### src/rtl/obi_rr_arbiter_if.sv
// Bus bundle for the round-robin OBI arbiter: N master ports, one slave port,
// plus occupancy and spurious-response status.
interface obi_rr_arbiter_if #(
    parameter int NMASTER         = 3,
    parameter int MAX_OUTSTANDING = 2,
    parameter int LOG_OUT         = $clog2(MAX_OUTSTANDING + 1)
);
    typedef struct packed {
        logic        req;
        logic        we;
        logic [3:0]  be;
        logic [31:0] addr;
        logic [31:0] wdata;
    } obi_req_t;

    typedef struct packed {
        logic        gnt;
        logic        rvalid;
        logic [31:0] rdata;
    } obi_resp_t;

    obi_req_t  [NMASTER-1:0] master_req_i;
    obi_resp_t [NMASTER-1:0] master_resp_o;
    obi_req_t                slave_req_o;
    obi_resp_t               slave_resp_i;
    logic      [LOG_OUT-1:0] outstanding_o;
    logic                    spurious_rvalid_o;

    modport slave (
        input  master_req_i,
        input  slave_resp_i,
        output master_resp_o,
        output slave_req_o,
        output outstanding_o,
        output spurious_rvalid_o
    );

    modport master (
        output master_req_i,
        output slave_resp_i,
        input  master_resp_o,
        input  slave_req_o,
        input  outstanding_o,
        input  spurious_rvalid_o
    );
endinterface

### src/rtl/obi_rr_arbiter.sv
// Round-robin arbiter sharing one OBI slave between NMASTER masters; an ID
// FIFO of granted master indices routes in-order responses back.
module obi_rr_arbiter #(
    parameter int NMASTER         = 3,
    parameter int MAX_OUTSTANDING = 2,
    parameter int LOG_NMASTER     = $clog2(NMASTER),
    parameter int LOG_OUT         = $clog2(MAX_OUTSTANDING + 1)
) (
    input logic            clk_i,
    input logic            rst_ni,
    obi_rr_arbiter_if.slave bus
);
    localparam int LOG_PTR = (MAX_OUTSTANDING > 1) ? $clog2(MAX_OUTSTANDING) : 1;

    logic [LOG_NMASTER-1:0] r_rr_ptr;
    logic [LOG_NMASTER-1:0] r_lock_idx;
    logic                   r_lock;
    logic [LOG_OUT-1:0]     r_count;
    logic [LOG_PTR-1:0]     r_rd_ptr;
    logic [LOG_PTR-1:0]     r_wr_ptr;
    logic [LOG_NMASTER-1:0] r_fifo [MAX_OUTSTANDING];
    logic                   r_spurious;

    logic [NMASTER-1:0]     w_req_vec;
    logic                   w_any;
    logic [LOG_NMASTER-1:0] w_search;
    logic [LOG_NMASTER-1:0] w_sel;
    logic [LOG_NMASTER-1:0] w_head;
    logic [LOG_NMASTER-1:0] w_rr_next;
    logic                   w_full;
    logic                   w_req;
    logic                   w_hs;
    logic                   w_pop;
    logic                   w_rvalid;

    function automatic logic [LOG_NMASTER-1:0] rr_idx(
        input logic [LOG_NMASTER-1:0] base,
        input int                     k
    );
        int s;
        s = int'(base) + k;
        if (s >= NMASTER) s = s - NMASTER;
        return s[LOG_NMASTER-1:0];
    endfunction

    function automatic logic [LOG_PTR-1:0] ptr_inc(input logic [LOG_PTR-1:0] p);
        if (p == LOG_PTR'(MAX_OUTSTANDING - 1)) return '0;
        return p + 1'b1;
    endfunction

    always_comb begin
        for (int i = 0; i < NMASTER; i++) begin
            w_req_vec[i] = bus.master_req_i[i].req;
        end
    end

    assign w_any = |w_req_vec;

    // Walk downwards so the lowest offset from rr_ptr wins
    always_comb begin
        w_search = r_rr_ptr;
        for (int k = NMASTER - 1; k >= 0; k--) begin
            if (w_req_vec[rr_idx(r_rr_ptr, k)]) w_search = rr_idx(r_rr_ptr, k);
        end
    end

    assign w_sel     = r_lock ? r_lock_idx : w_search;
    assign w_full    = (r_count == LOG_OUT'(MAX_OUTSTANDING));
    assign w_req     = rst_ni & (r_lock | w_any) & ~w_full;
    assign w_hs      = w_req & bus.slave_resp_i.gnt;
    assign w_rvalid  = rst_ni & bus.slave_resp_i.rvalid;
    assign w_pop     = w_rvalid & (r_count != '0);
    assign w_head    = r_fifo[r_rd_ptr];
    assign w_rr_next = (w_sel == LOG_NMASTER'(NMASTER - 1)) ? '0 : w_sel + 1'b1;

    always_comb begin
        bus.slave_req_o     = '0;
        bus.slave_req_o.req = w_req;
        if (r_lock | w_any) begin
            bus.slave_req_o.we    = bus.master_req_i[w_sel].we;
            bus.slave_req_o.be    = bus.master_req_i[w_sel].be;
            bus.slave_req_o.addr  = bus.master_req_i[w_sel].addr;
            bus.slave_req_o.wdata = bus.master_req_i[w_sel].wdata;
        end
    end

    always_comb begin
        for (int i = 0; i < NMASTER; i++) begin
            bus.master_resp_o[i].gnt    = w_hs & (w_sel == LOG_NMASTER'(i));
            bus.master_resp_o[i].rvalid = w_pop & (w_head == LOG_NMASTER'(i));
            bus.master_resp_o[i].rdata  = bus.slave_resp_i.rdata;
        end
    end

    assign bus.outstanding_o     = rst_ni ? r_count : '0;
    assign bus.spurious_rvalid_o = r_spurious;

    always_ff @(posedge clk_i) begin
        if (!rst_ni) begin
            r_rr_ptr   <= '0;
            r_lock     <= 1'b0;
            r_lock_idx <= '0;
            r_count    <= '0;
            r_rd_ptr   <= '0;
            r_wr_ptr   <= '0;
            r_spurious <= 1'b0;
        end else begin
            r_spurious <= bus.slave_resp_i.rvalid & (r_count == '0);
            // Hold the choice until granted so the address phase stays stable
            if (w_hs) begin
                r_lock   <= 1'b0;
                r_rr_ptr <= w_rr_next;
            end else if (w_req) begin
                r_lock     <= 1'b1;
                r_lock_idx <= w_sel;
            end
            if (w_hs) begin
                r_fifo[r_wr_ptr] <= w_sel;
                r_wr_ptr         <= ptr_inc(r_wr_ptr);
            end
            if (w_pop) r_rd_ptr <= ptr_inc(r_rd_ptr);
            if (w_hs && !w_pop) begin
                r_count <= r_count + 1'b1;
            end else if (!w_hs && w_pop) begin
                r_count <= r_count - 1'b1;
            end
        end
    end
endmodule

### src/flat_wrapper.sv
// flat-port wrapper written by rule: the top's interface ports become plain ports
module obi_rr_arbiter_flat 
#(
    parameter int NMASTER         = 3,
    parameter int MAX_OUTSTANDING = 2,
    parameter int LOG_NMASTER     = $clog2(NMASTER),
    parameter int LOG_OUT         = $clog2(MAX_OUTSTANDING + 1)
)
  (clk_i, rst_ni, bus_master_req_i, bus_slave_resp_i, bus_master_resp_o, bus_slave_req_o, bus_outstanding_o, bus_spurious_rvalid_o);
  obi_rr_arbiter_if #(.NMASTER(NMASTER), .MAX_OUTSTANDING(MAX_OUTSTANDING), .LOG_OUT(LOG_OUT)) bus_i ();
  input logic clk_i;
  input logic rst_ni;
  input wire logic [$bits(bus_i.master_req_i)-1:0] bus_master_req_i;
  input wire logic [$bits(bus_i.slave_resp_i)-1:0] bus_slave_resp_i;
  output wire logic [$bits(bus_i.master_resp_o)-1:0] bus_master_resp_o;
  output wire logic [$bits(bus_i.slave_req_o)-1:0] bus_slave_req_o;
  output wire logic [$bits(bus_i.outstanding_o)-1:0] bus_outstanding_o;
  output wire logic [$bits(bus_i.spurious_rvalid_o)-1:0] bus_spurious_rvalid_o;
  assign bus_i.master_req_i = bus_master_req_i;
  assign bus_i.slave_resp_i = bus_slave_resp_i;
  assign bus_master_resp_o = bus_i.master_resp_o;
  assign bus_slave_req_o = bus_i.slave_req_o;
  assign bus_outstanding_o = bus_i.outstanding_o;
  assign bus_spurious_rvalid_o = bus_i.spurious_rvalid_o;
  obi_rr_arbiter #(.NMASTER(NMASTER), .MAX_OUTSTANDING(MAX_OUTSTANDING), .LOG_NMASTER(LOG_NMASTER), .LOG_OUT(LOG_OUT)) u_core (.clk_i(clk_i), .rst_ni(rst_ni), .bus(bus_i));
endmodule
### config.mk
export PLATFORM = sky130hd
export DESIGN_NAME = obi_rr_arbiter_flat
export DESIGN_NICKNAME = d
export VERILOG_FILES = /design/src/rtl/obi_rr_arbiter_if.sv /design/src/rtl/obi_rr_arbiter.sv /design/src/flat_wrapper.sv
export SDC_FILE = /design/constraint.sdc
export NUM_CORES = 1
export LEC_CHECK = 0
export ABC_AREA = 1
export BUFFER_PORTS_ARGS = -buffer_cell sky130_fd_sc_hd__buf_2
export CAP_MARGIN = 10
export CORE_AREA = 8 8 156 158
export DETAILED_ROUTE_END_ITERATION = 8
export DIE_AREA = 0 0 164 166
export PLACE_DENSITY_LB_ADDON = 0.15
export SKIP_LAST_GASP = 1
export SLEW_MARGIN = 40
export SYNTH_ARGS = -nofsm -noshare
export SYNTH_HDL_FRONTEND = slang
export SYNTH_SLANG_ARGS = --single-unit
export TNS_END_PERCENT = 10
### constraint.sdc
create_clock -name clk_i -period 3.58 [get_ports clk_i]
set_clock_uncertainty 0.05 [all_clocks]
set_input_delay 0.179 -clock clk_i [delete_from_list [all_inputs] [get_ports clk_i]]
set_output_delay 0.179 -clock clk_i [all_outputs]
set_load 0.02 [all_outputs]
==> results of run 1 <==
==> cell type report <==
| type | instances | area [um^2] |
|---|---|---|
| repair buffers | 306 | 1620 |
| multi-input cells | 437 | 2300 |
| diodes | 1 | 2.50 |
| flip-flops and latches | 15 | 340 |
| clock buffers | 4 | 78.8 |
| inverters | 169 | 634 |
| fillers | 2642 | 16800 |
| well taps | 285 | 357 |
==> sequential cells by signal, indices dropped and copies added, names as in the netlist, named ones only <==
register / count
u_core.r_wr_ptr: 1
u_core.r_rr_ptr: 2
u_core.r_lock: 1
u_core.r_lock_idx: 2
u_core.r_fifo: 4
u_core.r_count: 2
u_core.bus.spurious_rvalid_o: 1
u_core.r_rd_ptr: 1
==> where the power goes <==
group / total (mW) / switching [mW] / internal [mW]
clock: 0.214 / 0.0640 / 0.150
combinational: 2.07 / 1.39 / 0.685
sequential: 0.208 / 0.0123 / 0.196
==> synth_stat cells <==
cell type / instances
buf_1: 5
dfxtp_1: 11
xor2_1: 1
inv_1: 166
o21ai_0: 9
nand4_1: 69
nand2_2: 2
o21ai_2: 1
nand2_4: 1
a21oi_2: 10
nor4_2: 1
nand3_2: 10
edfxtp_1: 4
buf_2: 13
inv_2: 3
nor3_1: 2
clkbuf_1: 37
buf_4: 97
nand3b_1: 1
nand3_1: 139
o211ai_1: 1
ha_1: 4
nand2_1: 105
buf_6: 2
a21oi_1: 72
mux2i_1: 1
nor2_1: 8
==> cell families (layout without fill, tap and decap cells) <==
group,Yosys count,in the layout,share of synthesized area [%]
simple gates,338,338,40.3
buf+inv,323,479,38.0
compound gates,93,93,12.0
flops,15,15,8.04
fa+ha+maj,4,4,1.18
xor+xnor,1,1,0.207
mux,1,1,0.237
other cells,0,1,0
==> per-layer routing <==
metal | vias to the layer above | track usage [%] | part of all wire, %
li1 | 2721 | - | -
met4 | 6 | 2.02 | 1.1
met5 | - | 0 | 0.17
met3 | 21 | 3.97 | 7.2
met1 | 2415 | 19.1 | 42
met2 | 243 | 27.1 | 50
==> critical path, cell delays in order, from the launching register on <==
cell and delay (ns):
dfxtp_1 0.34, inv_1 0.08, ha_1 0.37, inv_2 0.12, a21oi_1 0.07, nand2_1 0.09, nand2_2 0.07, inv_2 0.05
nand2_1 0.05, nand2_1 0.06, nand2_1 0.05, nand2_1 0.06, nand2_2 0.25, nand2_4 0.14, buf_4 0.39, nand2_1 0.09
nand3_1 0.13, a21oi_1 0.08, buf_2 0.19
==> how the worst max path moves through the flow <==
stage | start | end | slack, ns | depth (start not counted)
after global placement | u_core.r_rr_ptr[0] | bus_slave_req_o[3] | 0.62 | 17
after global routing | u_core.r_rr_ptr[0] | bus_slave_req_o[3] | 0.1 | 17
after CTS | u_core.r_rr_ptr[0] | bus_slave_req_o[44] | 0.33 | 18
after detailed placement | u_core.r_rr_ptr[0] | bus_slave_req_o[44] | 0.60 | 18
after floorplan | u_core.r_rr_ptr[0] | bus_master_resp_o[101] | 1.21 | 13
final | u_core.r_rr_ptr[0] | bus_slave_req_o[5] | 0.40 | 18
==> metrics by stage <==
step	cells	hold slack (ns)	total power, mW	setup WS, ns
after floorplan	775	0.248	1.71	1.21
after global placement	1212	0.308	2.33	0.623
after detailed placement	1212	0.308	2.33	0.602
after CTS	1216	0.126	2.55	0.329
after global routing	1216	0.146	2.72	0.0957
final	1217	0.137	2.50	0.396
==> cells in the final DEF (no fill, tap or decap), types with 2 or more instances in the layout <==
cell | Yosys | routed
o21ai_0 | 9 | 9
nand2_2 | 2 | 4
nand3_2 | 10 | 10
nor2_1 | 8 | 8
dfxtp_1 | 11 | 11
ha_1 | 4 | 4
inv_1 | 166 | 166
a21oi_2 | 10 | 10
edfxtp_1 | 4 | 4
buf_2 | 13 | 292
nand2_1 | 105 | 103
nor3_1 | 2 | 2
inv_2 | 3 | 3
a21oi_1 | 72 | 72
buf_12 | 0 | 4
clkbuf_16 | 0 | 3
buf_4 | 97 | 9
nand4_1 | 69 | 69
nand3_1 | 139 | 139
==> out/results.tsv, run 1 <==
stage	metric	value	unit
detailed_routing	routed length per instance	18.3	um
worst_setup_path	worst r2r src	u_core.r_rr_ptr[0]	
floorplan	Initial Utilization	19.2	%
pwr	peak supply drop	0.156	mV
worst_setup_path	CP max FO	36	
floorplan	Die W	164	um
synthesis	share of the synthesized area in the top cell type	17.2	%
worst_setup_path	Worst setup SP type	flop	
timing	worst slew pin tran	0.662	ns
synthesis	synthesized area	4230	um^2
synthesis	cells after synthesis	775	
synthesis	Synth Register Bits	15	
worst_setup_path	Worst R2R End	u_core.r_rr_ptr[0]	
cts	worst skew pair latency	0.24	ns
placed_design	Post-DP Area	5260	um^2
floorplan	core box area	22100	um^2
worst_setup_path	Setup crit end kind	output pin	
grt	initial antenna violation count	3	
timing	fin crit period	3.18	ns
cts	CTS HTree Levels	1	
detailed_routing	drt pass-1 iters	4	
timing	RSZ-0062 raised after global routing	no	
detailed_routing	DRC Markers	0	
cts	Clock transition at path regs	0.05	ns
min_path	Hold Path Class	input port to flop	
min_path	Worst Hold Depth	3	
floorplan	DIE HEIGHT	166	um
cts	Setup Buffers After CTS	0	
min_path	Hold EP	u_core.bus.spurious_rvalid_o	
worst_setup_path	Reg2Reg Setup Slack	1.01	ns
synthesis	post-synth top area cell	buf_4	
cts	CTS tree	done	
flow_run	Max Cap Violations	0	
timing	Final Hold Fails	0	
worst_setup_path	cells on worst reg2reg path	15	
grt	global route overflow	0	
detailed_routing	initial DRC count	244	
synthesis	leading post-synthesis cells by cell area	buf_4, nand3_1, inv_1, nand4_1, nand2_1	
synthesis	syn avg cell area	5.46	um^2
layout	share of cells above drive strength 1	36.4	%
timing	setup_tns	0	ns
worst_setup_path	Required @ worst endpoint	3.35	ns
timing	final max-slew violation count	0	
worst_setup_path	CP arrival	2.95	ns
synthesis	count of cell types in the netlist	27	
layout	Final #Nets	1182	
cts	CTS Root Cell	clkbuf_16	
cts	CTS Sinks	15	
grt	largest net degree at the start of global routing	74	
timing	fin crit share	88.9	%
grt	gr usage total	15.5	%
detailed_routing	total number of vias	5406	
floorplan	FP Rows	55	
pwr	Leak	3.24	nW
grt	number of global-route vias before repair	5632	
timing	endpoints failing setup	0	
timing	fmax	0.314	GHz
layout	Layout area overhead	26.1	%
placed_design	post-DP HPWL	17.2	mm
detailed_routing	routed wire length	22.3	mm
min_path	hold path start	bus_slave_resp_i[32]	
detailed_routing	Final ANT Viol Nets	0	
layout	Design Area, Final	5340	um^2
worst_setup_path	Crit Path Category	flop to output pin	
timing	Slew Limit Headroom	55.9	%
pwr	P per Cell Area	468	nW/um^2
placed_design	number of port buffers	292	
detailed_routing	Vias/cell	4.44	
cts	CTS max path bufs	2	
cts	CTS buffer count	3	
floorplan	die area	27200	um^2
floorplan	I/O Pins	421	
placed_design	RePlAce Congestion	0.796	
synthesis	syn_nets	1025	
grt	first-pass GRT wire length	33.7	mm
cts	cts repair resizes	0	
synthesis	register area share after synthesis	8.04	%
layout	Util after Layout	24.2	%
outcome	status	completed	
synthesis	synthesis warning total	0	
cts	hold_buf cts	0	
Note: power is estimated with default switching activity, not from simulation.
==> inputs of run 2 (changes only) <==
--- a/config.mk
+++ b/config.mk
@@ -11,7 +11,7 @@
 export CORE_AREA = 8 8 156 158
 export DETAILED_ROUTE_END_ITERATION = 8
 export DIE_AREA = 0 0 164 166
-export PLACE_DENSITY_LB_ADDON = 0.15
+export PLACE_DENSITY_LB_ADDON = 0.25
 export SKIP_LAST_GASP = 1
 export SLEW_MARGIN = 40
 export SYNTH_ARGS = -nofsm -noshare
==> out/results.tsv, run 2 (synthesis results as in run 1) <==
stage	metric	value	unit	change
outcome	status	completed		
detailed_routing	initial DRC count	334		+37%
detailed_routing	routed wire length	21.3	mm	-4.4%
pwr	Clk pwr share	8.8	%	+0.2 points
cts	CTS buffer count	3		unchanged
detailed_routing	routed length per instance	17.5	um	-4.4%
layout	max FFs per register	4		unchanged
grt	first-pass GRT wire length	32.4	mm	-4.0%
grt	largest net degree at the start of global routing	70		-5.4%
timing	final max-slew violation count	0		unchanged
placed_design	number of port buffers	292		unchanged
timing	endpoints failing setup	0		unchanged
pwr	combinational share of power	82.8	%	-0.3 points
pwr	Leak	3.25	nW	about the same
floorplan	core box area	22100	um^2	unchanged
grt	initial antenna violation count	1		-2
pwr	P per Cell Area	467	nW/um^2	-0.25%
layout	Filler cells	2599		-1.6%
floorplan	Initial Utilization	19.2	%	unchanged
cts	hold_buf cts	0		unchanged
cts	CTS HTree Levels	1		unchanged
worst_setup_path	Critical Path Max Stage Delay	0.39	ns	about the same
cts	CTS tree	done		
worst_setup_path	CP max FO	38		+5.6%
cts	Setup Buffers After CTS	0		unchanged
layout	leading cell type in the layout, fill and taps excluded	buf_2		
layout	Design Area, Final	5330	um^2	-0.12%
timing	RSZ-0062 raised after global routing	no		
placed_design	post-DP HPWL	16.6	mm	-3.8%
detailed_routing	DRC Markers	0		unchanged
worst_setup_path	Critical-path top delay cell	nand3_4		
worst_setup_path	CP Buf/Inv Count	5		unchanged
layout	Ant. Diodes	0		-1
timing	Final Hold Fails	0		unchanged
detailed_routing	drt pass-1 iters	5		+1
pwr	peak supply drop	0.156	mV	-0.44%
layout	Layout area overhead	26.0	%	
placed_design	RePlAce Congestion	0.777		-2.4%
worst_setup_path	Worst setup SP type	flop		
cts	CTS Sinks	15		unchanged
floorplan	Die W	164	um	unchanged
min_path	Hold Path Class	input port to flop		
pwr	switching power	1.47	mW	about the same
floorplan	die area	27200	um^2	unchanged
detailed_routing	Vias/cell	4.49		+1.1%
cts	worst skew pair latency	0.25	ns	about the same
worst_setup_path	CP arrival	2.88	ns	-0.07 ns
cts	Clock transition at path regs	0.05	ns	about the same
floorplan	I/O Pins	421		unchanged
timing	fin crit period	3.11	ns	-0.0750 ns
pwr	part of the power in registers	8.4	%	about the same
cts	CTS Root Cell	clkbuf_16		
worst_setup_path	Required @ worst endpoint	3.35	ns	about the same
pwr	Sw Share	58.9	%	+0.20 points
grt	number of global-route vias before repair	5445		-3.3%
timing	fmax	0.322	GHz	+2.4%
placed_design	Post-DP Area	5250	um^2	about the same
cts	CTS max path bufs	2		unchanged
cts	cts repair resizes	0		unchanged
timing	Slew Limit Headroom	56.8	%	+0.94 points
layout	most flop-heavy register	u_core.r_fifo		
layout	share of cells above drive strength 1	36.6	%	+0.18 points
timing	worst slew pin tran	0.648	ns	-0.0140 ns
detailed_routing	total number of vias	5467		+1.1%
worst_setup_path	Top delay family on crit path	simple AND/OR/NAND/NOR gates		
worst_setup_path	Crit Path Category	flop to output pin		
grt	gr usage total	14.9	%	-0.62 points
worst_setup_path	cells along the critical path	inv_1, ha_1, inv_2, a21oi_1, nand2_1, nand2_2, inv_2, o211ai_1, nand3_1, nand3_4, buf_12, nand4_1, a21oi_1, buf_2		
floorplan	DIE HEIGHT	166	um	unchanged
flow_run	Max Cap Violations	0		unchanged
layout	commonest cells after routing, fill and taps aside	buf_2, inv_1, nand3_1		
detailed_routing	Final ANT Viol Nets	0		unchanged
grt	global route overflow	0		unchanged
pwr	Int Pwr	1.02	mW	-0.85%
floorplan	FP Rows	55		unchanged
timing	setup_tns	0	ns	unchanged
timing	fin crit share	86.8	%	-2.1 points
layout	Final #Nets	1183		+0.085%
worst_setup_path	Setup crit end kind	output pin		
==> run 2: cell count changes in the layout (fill, tap and decap cells not counted), sizes merged <==
| cell | previous run | this run |
|---|---|---|
| buf | 306 | 307 |
| diode | 1 | 0 |
| clkbuf | 4 | 3 |
| clkinv | 0 | 1 |
==> run 2: worst reg2reg max path, delay by kind of cell, from the launching register on <==
| kind | cells | cell delay [ns] |
|---|---|---|
| and+or+nand+nor | 6 | 1.23 |
| buffers and inverters | 4 | 0.32 |
| DFF | 1 | 0.35 |
| AOI/OAI and AO/OA | 3 | 0.21 |
| adders and majority gates | 1 | 0.37 |
==> run 2: area by class of cell <==
class	count	area [um^2]	area share (%)
multi-input cells	437	2320	43.5
clock buffers	3	75.1	1.41
clock inverters	1	5.00	0.0939
inverters	169	634	11.9
well taps	285	357	6.69
repair buffers	307	1600	30.1
flip-flops and latches	15	340	6.38
==> run 2: per-stage QoR <==
| stage | power, mW | setup WS [ns] | cells | hold slack (ns) | util (%) |
|---|---|---|---|---|---|
| finish | 2.49 | 0.471 | 1217 | 0.133 | 24.1 |
| global route | 2.71 | 0.245 | 1217 | 0.145 | 24.1 |
| CTS | 2.52 | 0.430 | 1217 | 0.132 | 24.1 |
| detailed placement | 2.30 | 0.693 | 1213 | 0.308 | 23.8 |
| global placement | 2.30 | 0.730 | 1213 | 0.308 | 23.8 |
| floorplan | 1.71 | 1.21 | 775 | 0.248 | - |
==> run 2: metal layers <==
layer | vias up | global-route usage (%) | wire (um)
met5 | - | 0 | 10
met1 | 2423 | 19.3 | 9120
met4 | 2 | 2.14 | 198
met2 | 305 | 24.8 | 10100
li1 | 2716 | - | -
met3 | 21 | 3.72 | 1830
==> run 2: worst paths after layout <==
check | start | to | slack [ns] | cells past startpoint
worst max-delay path | u_core.r_rr_ptr[0] | bus_slave_req_o[18] | 0.47 | 14
worst min-delay path | bus_slave_resp_i[32] | u_core.bus.spurious_rvalid_o | 0.13 | 3
worst max register to register | u_core.r_rr_ptr[0] | u_core.r_rr_ptr[0] | 0.92 | 14
worst min register to register | u_core.r_rd_ptr | u_core.r_rd_ptr | 0.43 | 1
==> run 2: power by group through the flow <==
stage	combinational [mW]	clock (mW)	sequential, mW
finish	2.06	0.218	0.209
CTS	2.09	0.224	0.209
detailed placement	2.09	0	0.212
global route	2.27	0.230	0.211
floorplan	1.50	0	0.209
global placement	2.09	0	0.212
